`src/rtl/drw_pkg.sv`:
```
// Shared types and constants for the draw-engine pixel path.
package drw_pkg;

    localparam int unsigned BURST_LEN = 32;
    localparam int unsigned CNT_W     = 11;
    localparam int unsigned PIX_W     = 32;

    localparam logic CMD_PATBLT = 1'b0;
    localparam logic CMD_BITBLT = 1'b1;

    typedef struct packed {
        logic [7:0] a;
        logic [7:0] r;
        logic [7:0] g;
        logic [7:0] b;
    } argb_t;

    typedef enum logic [1:0] {IDLE, RUN, DRAIN, FLUSH} state_t;

    // Map alpha 0..255 onto 0..256 so that 255 selects the source exactly.
    function automatic logic [8:0] alpha_expand(input logic [7:0] a);
        return 9'(a) + 9'(a[7]);
    endfunction

endpackage

```
`src/rtl/drw_blend_ch.sv`:
```
// One 8-bit colour channel of the source-over-destination alpha blend.
module drw_blend_ch (
    input  logic [7:0] s,
    input  logic [7:0] d,
    input  logic [8:0] ae,
    output logic [7:0] blended
);

    logic [16:0] sum;

    // Weights sum to 256, so the result always fits in 16 bits.
    assign sum     = 17'(s) * 17'(ae) + 17'(d) * (17'd256 - 17'(ae));
    assign blended = 8'(sum >> 8);

endmodule

```
`src/rtl/drw_pixproc.sv`:
```
// Pixel stage: pops SRC/DST (or uses pattern), optionally blends, pushes LINE_LEN
// pixels to WRT, then discards the read-burst surplus from the source FIFOs.
module drw_pixproc #(
    parameter int unsigned BURST_LEN = drw_pkg::BURST_LEN
) (
    input  logic        CLK,
    input  logic        ARST,
    input  logic        LINE_START,
    input  logic [10:0] LINE_LEN,
    input  logic        CMD_MODE,
    input  logic        PARAM_BLEND,
    input  logic [31:0] PAT_COLOR,
    output logic        PROC_BUSY,
    input  logic        SRC_FIFO_EMPTY,
    output logic        SRC_FIFO_RD,
    input  logic [31:0] SRC_FIFO_RDATA,
    input  logic        DST_FIFO_EMPTY,
    output logic        DST_FIFO_RD,
    input  logic [31:0] DST_FIFO_RDATA,
    input  logic        WRT_FIFO_FULL,
    output logic        WRT_FIFO_WR,
    output logic [31:0] WRT_FIFO_WDATA
);
    import drw_pkg::*;

    localparam int unsigned PAD_W = $clog2(BURST_LEN);

    state_t           state;
    logic [CNT_W-1:0] len;
    logic [CNT_W-1:0] issue_cnt;
    logic [CNT_W-1:0] out_cnt;
    logic             mode;
    logic             blend;
    argb_t            pat;
    logic [PAD_W-1:0] src_pad;
    logic [PAD_W-1:0] dst_pad;
    logic [PAD_W-1:0] pad;
    logic             s1_valid;
    logic             s2_valid;
    argb_t            s1_src;
    argb_t            s1_dst;
    argb_t            s2_pix;
    argb_t            blend_pix;
    logic [8:0]       ae;
    logic [7:0]       blend_r;
    logic [7:0]       blend_g;
    logic [7:0]       blend_b;
    logic             need_src;
    logic             need_dst;
    logic             en;
    logic             issue;
    logic             src_drain;
    logic             dst_drain;
    logic             unused_dst_alpha;

    assign need_src = (mode == CMD_BITBLT);
    assign need_dst = blend;
    assign en       = !(s2_valid && WRT_FIFO_FULL);
    assign issue    = (state == RUN) && (issue_cnt < len) && en
                    && (!need_src || !SRC_FIFO_EMPTY)
                    && (!need_dst || !DST_FIFO_EMPTY);

    // Surplus pops are independent of the output stall and of each other.
    assign src_drain = (state == DRAIN) && (src_pad != '0) && !SRC_FIFO_EMPTY;
    assign dst_drain = (state == DRAIN) && (dst_pad != '0) && !DST_FIFO_EMPTY;
    assign pad       = PAD_W'(CNT_W'(0) - len);

    assign SRC_FIFO_RD    = (issue && need_src) || src_drain;
    assign DST_FIFO_RD    = (issue && need_dst) || dst_drain;
    assign WRT_FIFO_WR    = s2_valid && !WRT_FIFO_FULL;
    assign WRT_FIFO_WDATA = s2_pix;

    assign ae               = alpha_expand(s1_src.a);
    assign blend_pix        = {8'hFF, blend_r, blend_g, blend_b};
    assign unused_dst_alpha = ^s1_dst.a;

    drw_blend_ch u_blend_r (.s(s1_src.r), .d(s1_dst.r), .ae(ae), .blended(blend_r));
    drw_blend_ch u_blend_g (.s(s1_src.g), .d(s1_dst.g), .ae(ae), .blended(blend_g));
    drw_blend_ch u_blend_b (.s(s1_src.b), .d(s1_dst.b), .ae(ae), .blended(blend_b));

    always_ff @(posedge CLK) begin
        if (ARST) begin
            state     <= IDLE;
            PROC_BUSY <= 1'b0;
            len       <= '0;
            mode      <= 1'b0;
            blend     <= 1'b0;
            pat       <= '0;
            issue_cnt <= '0;
            out_cnt   <= '0;
            src_pad   <= '0;
            dst_pad   <= '0;
            s1_valid  <= 1'b0;
            s2_valid  <= 1'b0;
            s1_src    <= '0;
            s1_dst    <= '0;
            s2_pix    <= '0;
        end else begin
            if (en) begin
                s1_valid <= issue;
                s1_src   <= need_src ? argb_t'(SRC_FIFO_RDATA) : pat;
                s1_dst   <= argb_t'(DST_FIFO_RDATA);
                s2_valid <= s1_valid;
                s2_pix   <= blend ? blend_pix : s1_src;
            end
            if (issue)       issue_cnt <= issue_cnt + CNT_W'(1);
            if (WRT_FIFO_WR) out_cnt   <= out_cnt + CNT_W'(1);
            if (src_drain)   src_pad   <= src_pad - PAD_W'(1);
            if (dst_drain)   dst_pad   <= dst_pad - PAD_W'(1);

            case (state)
                IDLE: begin
                    if (LINE_START) begin
                        len       <= LINE_LEN;
                        mode      <= CMD_MODE;
                        blend     <= PARAM_BLEND;
                        pat       <= argb_t'(PAT_COLOR);
                        issue_cnt <= '0;
                        out_cnt   <= '0;
                        if (LINE_LEN != '0) begin
                            state     <= RUN;
                            PROC_BUSY <= 1'b1;
                        end
                    end
                end
                RUN: begin
                    if (issue_cnt == len) begin
                        src_pad <= need_src ? pad : '0;
                        dst_pad <= need_dst ? pad : '0;
                        state   <= (pad == '0 || (!need_src && !need_dst)) ? FLUSH : DRAIN;
                    end
                end
                DRAIN: begin
                    if (src_pad == '0 && dst_pad == '0) state <= FLUSH;
                end
                FLUSH: begin
                    if (out_cnt == len) begin
                        state     <= IDLE;
                        PROC_BUSY <= 1'b0;
                    end
                end
                default: state <= IDLE;
            endcase
        end
    end

endmodule

```
`config.mk`:
```
export PLATFORM = sky130hd
export DESIGN_NAME = drw_pixproc
export DESIGN_NICKNAME = d
export VERILOG_FILES = /design/src/rtl/drw_pkg.sv /design/src/rtl/drw_blend_ch.sv /design/src/rtl/drw_pixproc.sv
export SDC_FILE = /design/constraint.sdc
export NUM_CORES = 1
export LEC_CHECK = 0
export CAP_MARGIN = 0
export CORE_MARGIN = 8
export CORE_UTILIZATION = 40
export CTS_CLUSTER_DIAMETER = 200
export DETAILED_ROUTE_END_ITERATION = 12
export PLACE_DENSITY = 0.69
export SLEW_MARGIN = 10
export SYNTH_ARGS = -nofsm -noshare
export SYNTH_HDL_FRONTEND = slang
export SYNTH_SLANG_ARGS = --single-unit
```
`constraint.sdc`:
```
create_clock -name CLK -period 17.7 [get_ports CLK]
set_input_delay 3.54 -clock CLK [delete_from_list [all_inputs] [get_ports CLK]]
set_output_delay 3.54 -clock CLK [all_outputs]
set_load 0.01 [all_outputs]
```
# Word level (Yosys, flattened, before mapping)

Cells that the tools add are included.

Register bits after elaboration: 170
Output and inout port bits: 36
Word-level logic and storage cells: 116

Add/subtract/negate cells: 10
Multipliers: 6
Magnitude comparators: 1
Eq/ne operators: 10
Multiplexer cells: 27
Reductions and logical operators: 36

Operators by type and width:

| operator                                          | number |
|---|---|
| 2-to-1 mux 11 bit                                 | 6 |
| 2-to-1 mux 32 bit                                 | 2 |
| multiplier 8 x 17 -> 16 bit                       | 3 |
| adder 16 bit                                      | 3 |
| multiplier 8 x 9 -> 16 bit                        | 3 |
| 2-to-1 mux 5 bit                                  | 8 |
| adder 11 x 1 -> 11 bit (second input constant)    | 2 |
| == test 11 bit                                    | 2 |
| logical NOT 5 bit                                 | 3 |
| logical AND 1 bit                                 | 14 |
| < comparator 11 bit                               | 1 |
| nonzero test 11 bit                               | 1 |
| 2-to-1 mux 2 bit                                  | 5 |
| nonzero test 5 bit                                | 2 |
| subtractor 5 x 1 -> 5 bit (second input constant) | 2 |
| subtractor 9 x 9 -> 10 bit (first input constant) | 1 |
| adder 8 x 1 -> 9 bit                              | 1 |
| case mux 2 bit (4 select lines)                   | 1 |
| logical NOT 1 bit                                 | 6 |
| != test 2 bit (second input constant)             | 3 |
| logical OR 1 bit                                  | 5 |
| AND reduction 5 bit                               | 1 |
| subtractor 1 x 5 -> 5 bit (first input constant)  | 1 |
| == test 2 bit (second input constant)             | 2 |
| other kinds (8)                                   | 12 |

# Longest topological paths before layout

Gate-level depths: netlist of the first run.

Depth after elaboration: 8
Depth in mapped cells: 31
Mapped depth without buffers: 29

# Cells and area by module

Synthesis of the first run repeated with hierarchy kept, for this count alone.

Cells, all modules: 2626
Area, all modules: 22706.8 um^2

Modules (own cells, without submodules):

| module                    | instances | cells an instance | area an instance (um^2) | sequential area each (um^2) |
|---|---|---|---|---|
| drw_pixproc               | 1         | 902               | 7603.5                  | 3403.3 |
| drw_blend_ch at u_blend_b | 1         | 578               | 5058.6                  | 0.0 |
| drw_blend_ch at u_blend_g | 1         | 575               | 5051.1                  | 0.0 |
| drw_blend_ch at u_blend_r | 1         | 571               | 4993.5                  | 0.0 |

# Least setup slack after synthesis of the first run

Ideal clock, no wire load.

Path kind: input -> output
Start point: in WRT_FIFO_FULL
End point: out DST_FIFO_RD
Arrival time: 4.937 ns
Setup slack: 9.223 ns
Cell stages on the path: 6
Path buffers: 1
Cells stage by stage: and2_1 > a221oi_1 > nand4b_1 > nor3_1 > clkbuf_1 > a21o_1

Cells in the longest elaborated chain, start to end: 7

RTL lines:

| item              | line              | source |
|---|---|---|
| from (decl)       | drw_pixproc.sv:20 | `input logic WRT_FIFO_FULL,` |
| logical AND 1 bit | drw_pixproc.sv:58 | `assign en = !(s2_valid && WRT_FIFO_FULL);` |
| logical NOT 1 bit | drw_pixproc.sv:58 |  |
| logical AND 1 bit | drw_pixproc.sv:59 | `assign issue = (state == RUN) && (issue_cnt < len) && en` |
| logical AND 1 bit | drw_pixproc.sv:60 | `&& (!need_src \|\| !SRC_FIFO_EMPTY)` |
| logical AND 1 bit | drw_pixproc.sv:61 | `&& (!need_dst \|\| !DST_FIFO_EMPTY);` |
| logical AND 1 bit | drw_pixproc.sv:69 | `assign DST_FIFO_RD = (issue && need_dst) \|\| dst_drain;` |
| logical OR 1 bit  | drw_pixproc.sv:69 |  |
| to (decl)         | drw_pixproc.sv:18 | `output logic DST_FIFO_RD,` |

Every way passes these cells.

# Worst setup path after layout of the first run

Start point: in WRT_FIFO_FULL
End point: out SRC_FIFO_RD

Cells in the longest elaborated chain, start to end: 7

RTL lines:

| item              | line              | source |
|---|---|---|
| logical AND 1 bit | drw_pixproc.sv:58 |  |
| logical NOT 1 bit | drw_pixproc.sv:58 |  |
| logical AND 1 bit | drw_pixproc.sv:59 |  |
| logical AND 1 bit | drw_pixproc.sv:60 |  |
| logical AND 1 bit | drw_pixproc.sv:61 |  |
| logical AND 1 bit | drw_pixproc.sv:68 | `assign SRC_FIFO_RD = (issue && need_src) \|\| src_drain;` |
| logical OR 1 bit  | drw_pixproc.sv:68 |  |
| to (decl)         | drw_pixproc.sv:15 | `output logic SRC_FIFO_RD,` |

Every way passes these cells.

==> impl_metrics.ini, run 1 <==
[pwr]
peakVddDrop_uv = 111
power_density_nw_per_um2 = 129
p_leak_nw = 11.9

[layout]
drive_above_1_share = 0.0317
final_cell_mix = inv_1 (466), nand2_1 (380), fa_1 (369)
layoutNonFillerInstCount = 3365
stdcell_area_um2 = 25000
area_growth_syn_to_layout_pct = 11.9
num-nets-final = 3266
layout_commonest_cell = inv_1
antenna_cells = 0

[synthesis]
synth-xor-area-share = 0.0452
yosysTopAreaCell = fa_1
synth_edf_count = 0
syn-num-nets = 3229
synthMuxAreaShare = 0.0251
syn-cell-area_um2 = 22300
yosysSeqAreaShare = 0.153
ys_types = 52
yosys.area_share.simple = 0.178
ys_top_cells_by_area = fa_1 (33%), dfxtp_1 (15%), ha_1 (10%)
ys_warn_count = 0
ys_ff_latch = 170
synth_compound_area_frac = 0.0629
netlist_instances = 2567
synth_ff_type = dfxtp_1
synth_top_area_frac = 0.331
synth_top_family_by_area = adder cells
syn_area_per_cell_um2 = 8.69
synthAdderAreaFrac = 0.431
synthArstFlopShare = 0

[clocking]
clk_pin_slew_ns = 0.07
cts_tree = built
ctsHtreeMaxLevel = 4
cts_buffers = 17
cts-root-buf = clkbuf_16
cts_resized = 0
cts_sinks = 170
cts-hold-fix-buffers = 0
clock_path_buffers = 2
post-cts-setup-buffer-count = 0
clk_latency_ns = 0.49

[route]
wirelength_um = 55100
drtPass1Iterations = 5
viasPerCell = 5.02
wl_per_cell_um = 16.4
drt-initial-drc-count = 1022
drc = 0
vias = 16900
ant_nets = 0

[min_path]
hold_class = flip-flop to flip-flop

[floorplan]
fp.dieH_um = 252
pin_count = 151
initial_core_util = 0.405
die_w_um = 252
rows = 86
die_area_um2 = 63600
core-area_um2 = 55100

[worst_setup_path]
criticalPathCategory = input pin to output pin
critPathMaxFanout = 47
crit_path_start_kind = input pin
worstSetupEndpointType = output pin
critPathArrivalTime_ns = 6.20
required_ns = 14.16

[global_route]
grt_pass1_wl_um = 92200
track_usage = 0.179
antenna_found_initial = 1
grt_pass1_vias = 18100
grt-ovfl-total = 0
grt_max_degree = 94

[place]
portBuffers = 142
dpl_worst_slack_ns = 7.90
place_congestion = 0.870
place_inst = 3333
placed_cell_area_um2 = 24300
dpl.hpwl_um = 43200

[timing]
drv_slew = 0
min_period_ns = 9.74
skew_ns = 0.0123
finalHoldViolCount = 0
fmax_mhz = 103
slew_headroom = 0.263
fin_crit_sh = 0.550
worst_slew_pin_slew_ns = 1.09
setup_viol = 0
setup_tns_ns = 0
grt_setup_unrepaired = false
worst_slack_ns = 7.96

[outcome]
status = finished, final reports clean

[run]
cap_violations = 0
path summary, 6_finish.rpt:
kind | startpoint | end | slack, ns | cells after the start
setup / recovery | WRT_FIFO_FULL | SRC_FIFO_RD | 7.96 | 8
hold / removal | pat[20] | pat[20] | 0.45 | 2
setup reg to reg | s1_src[31] | WRT_FIFO_WDATA[15] | 8.48 | 29
hold reg to reg | pat[20] | pat[20] | 0.45 | 2
layer usage:
| metal | track usage | up-vias | part of all wire | routed length (um) |
|---|---|---|---|---|
| met1 | 0.234 | 8394 | 0.44 | 24300 |
| met4 | 0.0466 | 2 | 0.020 | 1100 |
| li1 | - | 7910 | - | - |
| met2 | 0.295 | 504 | 0.47 | 25900 |
| met3 | 0.0443 | 73 | 0.068 | 3770 |
| met5 | 0 | - | 0.00024 | 13 |
cell usage after synthesis, drive strengths merged (22+ instances only):
| cell | count |
|---|---|
| inv | 467 |
| nand2 | 382 |
| fa | 369 |
| and2 | 200 |
| ha | 178 |
| dfxtp | 170 |
| clkbuf | 129 |
| a21oi | 109 |
| nor2 | 96 |
| xnor2 | 69 |
| mux2i | 56 |
| a211oi | 47 |
| nor2b | 44 |
| xor2 | 44 |
| nor3 | 36 |
| o21ai | 33 |
| buf | 22 |
per-stage QoR:
| stage | utilization | hold slack [ns] | total power (W) |
|---|---|---|---|
| finish | 0.453 | 0.454 | 0.00323 |
| global route | 0.453 | 0.474 | 0.00360 |
| CTS | 0.453 | 0.456 | 0.00325 |
| detailed placement | 0.442 | 0.446 | 0.00283 |
| global placement | 0.442 | 0.441 | 0.00273 |
| floorplan | - | 0.436 | 0.00220 |
final cells by class:
type	instances	area, um2
Tap cell	748	936
Clock buffer	17	425
Timing Repair Buffer	169	1620
Inverter	467	1750
Sequential cell	170	3410
Fill cell	5368	30100
Multi-Input combinational cell	1779	16600
Clock inverter	15	198
sequential cells by signal, indices dropped and copies added (netlist names):
signal	cells
mode	1
blend	1
s2_valid	1
PROC_BUSY	1
pat	32
src_pad	5
s1_src	32
out_cnt	11
s1_dst	24
len	11
issue_cnt	11
s1_valid	1
WRT_FIFO_WDATA	32
dst_pad	5
state	2
kinds of logic after synthesis:
| logic type | Yosys count |
|---|---|
| DFF | 170 |
| muxes | 56 |
| xor gates and xnor gates | 113 |
| adders and majority gates | 547 |
| buffers and inverters | 618 |
| and+or+nand+nor | 830 |
| AOI/OAI and AO/OA | 233 |
critical path, cell delays in order:
cell and delay (ns):
clkdlybuf4s50_1 0.50, and2_2 0.23, buf_4 0.27, a221oi_1 0.28
nand4b_1 0.15, nor3_1 0.47, a21o_1 0.21, clkdlybuf4s50_1 0.55
power by group:
group          switching (W)  internal [W]  total (W)  leakage [nW]
clock               0.000191      0.000204   0.000395         0.297
combinational        0.00133      0.000958    0.00228          10.2
sequential         0.0000975      0.000449   0.000546          1.39
Note: power is estimated with default switching activity, not from simulation.
==> inputs of run 2 (changes only) <==
==> constraint.sdc (replaced) <==
create_clock -name CLK -period 9.1 [get_ports CLK]
set_input_delay 1.82 -clock CLK [delete_from_list [all_inputs] [get_ports CLK]]
set_output_delay 1.82 -clock CLK [all_outputs]
set_load 0.01 [all_outputs]
==> run 2 against run 1 <==
Final area is 0.26% higher. Cell count is 0.15% higher. Global-route usage is 0.46 points higher. Clock-buffer cell count stayed put. Critical path depth is 20 higher. Die area stayed put. Power is 97% higher.
==> impl_metrics.ini, run 2 (synthesis gave the netlist of run 1 again) <==
[layout]
fillers = 5349
layoutNonFillerInstCount = 3370
seq_area_um2 = 3410
area_growth_syn_to_layout_pct = 12.2
antenna_cells = 0
drive_above_1_share = 0.0336
final_cell_mix = inv_1 (466), nand2_1 (380), fa_1 (369)
multiInputGateArea_um2 = 16600
num-nets-final = 3271
layout_commonest_cell = inv_1
utilization = 0.454

[floorplan]
pin_count = 151
fp.dieH_um = 252
rows = 86
die_area_um2 = 63600
die_w_um = 252
core-area_um2 = 55100
initial_core_util = 0.405

[route]
viasPerCell = 5.07
ant_nets = 0
wirelength_um = 56500
drc = 0
drtPass1Iterations = 8
wl_per_cell_um = 16.8
vias = 17100
drt-initial-drc-count = 1029

[worst_setup_path]
ff2ff_path_depth = 28
rrSetupSlack_ns = 0.80
crit_path_start_kind = flip-flop
critPathMaxFanout = 16
r2r_end = WRT_FIFO_WDATA[15]
r2r_start = s1_src[24]
criticalPathCategory = flip-flop to flip-flop
crit_start = s1_src[24]
cp_common_cell = fa_1
critPathSlowestCell = fa_1
worstSetupEndpointType = flip-flop
required_ns = 9.45
critPathArrivalTime_ns = 8.65
max_stage_delay_ns = 0.56

[timing]
setup_tns_ns = 0
fmax_mhz = 120
drv_slew = 0
fin_crit_sh = 0.912
skew_ns = 0.0201
slew_headroom = 0.360
grt_setup_unrepaired = false
setup_viol = 0
min_period_ns = 8.30
finalHoldViolCount = 0
worst_slew_pin_slew_ns = 0.952

[min_path]
hold_class = flip-flop to flip-flop
whs_endpoint = pat[26]
hold_depth = 2
holdCritStartpoint = pat[26]

[clocking]
clk_pin_slew_ns = 0.08
cts-root-buf = clkbuf_16
clk_latency_ns = 0.47
ctsHtreeMaxLevel = 4
clock_path_buffers = 2
post-cts-setup-buffer-count = 0
cts_resized = 0
cts_buffers = 17
cts-hold-fix-buffers = 0
cts_sinks = 170
cts_tree = built

[global_route]
antenna_found_initial = 0
grt_pass1_wl_um = 94600
grt_max_degree = 97
grt_pass1_vias = 18500
track_usage = 0.184
grt-ovfl-total = 0

[run]
cap_violations = 0

[pwr]
peakVddDrop_uv = 191
p_leak_nw = 11.9
power_density_nw_per_um2 = 254

[place]
dpl.hpwl_um = 44200
place_congestion = 0.846
portBuffers = 142
place_inst = 3338

[outcome]
status = finished, final reports clean
==> run 2: cell count changes in the layout (fill, tap and decap cells not counted) <==
cell / change
buf_4: +5
bufinv_16: +2
clkinv_8: -2
inv_8: +2
clkinv_4: +1
clkinvlp_4: -1
inv_12: -1
inv_6: -1
==> run 2: report_power, final <==
group	switching (W)	internal (W)	total, W
sequential	0.000199	0.000873	0.00107
combinational	0.00259	0.00188	0.00447
clock	0.000371	0.000450	0.000820
total	0.00316	0.00320	0.00636
==> run 2: final cells by class <==
| class | count | share of cell area |
|---|---|---|
| multi-input cells | 1779 | 0.664 |
| flip-flops and latches | 170 | 0.136 |
| inverters | 467 | 0.0700 |
| repair buffers | 174 | 0.0663 |
| well taps | 748 | 0.0374 |
| clock buffers | 17 | 0.0170 |
| clock inverters | 15 | 0.00895 |
==> run 2: critical path, delay by kind of cell, from the launching register on <==
family | cells | cell delay (ns)
AO/OA/AOI/OAI | 6 | 1.63
adder cells (fa/ha/maj) | 9 | 3.69
XOR/XNOR | 3 | 0.55
AND/OR/NAND/NOR | 5 | 1.47
buffers and inverters | 5 | 0.50
flip-flops | 1 | 0.35
==> run 2: worst max path at each step <==
| stage | to |
|---|---|
| after global placement | WRT_FIFO_WDATA[15] |
| after floorplan | WRT_FIFO_WDATA[20] |
| after detailed placement | WRT_FIFO_WDATA[15] |
| final | WRT_FIFO_WDATA[15] |
| after global routing | WRT_FIFO_WDATA[15] |
| after CTS | WRT_FIFO_WDATA[15] |
==> run 2: stage by stage <==
stage	setup WS (ns)	area (um2)	total power, W	hold slack, ns
2_1_floorplan	1.54	22300	0.00427	0.436
3_3_place_gp	0.925	24400	0.00538	0.441
3_5_place_dp	0.837	24400	0.00554	0.447
4_1_cts	0.807	25000	0.00640	0.457
5_1_grt	0.324	25000	0.00709	0.475
6_report	0.797	25000	0.00636	0.454
==> run 2: metal layers <==
layer / vias to the layer above / track usage / part of all wire
li1: 7906 / - / -
met1: 8551 / 0.239 / 0.44
met2: 565 / 0.307 / 0.48
met3: 76 / 0.0382 / 0.065
met4: 0 / 0.0532 / 0.022
met5: - / 0 / 0
==> inputs of run 3 (changes only) <==
--- a/config.mk
+++ b/config.mk
@@ -11,7 +11,7 @@
 export CTS_CLUSTER_DIAMETER = 200
 export DETAILED_ROUTE_END_ITERATION = 12
 export PLACE_DENSITY = 0.69
-export SLEW_MARGIN = 10
+export SLEW_MARGIN = 20
 export SYNTH_ARGS = -nofsm -noshare
 export SYNTH_HDL_FRONTEND = slang
 export SYNTH_SLANG_ARGS = --single-unit
==> results of run 3 <==
Same layout as run 2: the final DEF is identical, and so are final timing and power.
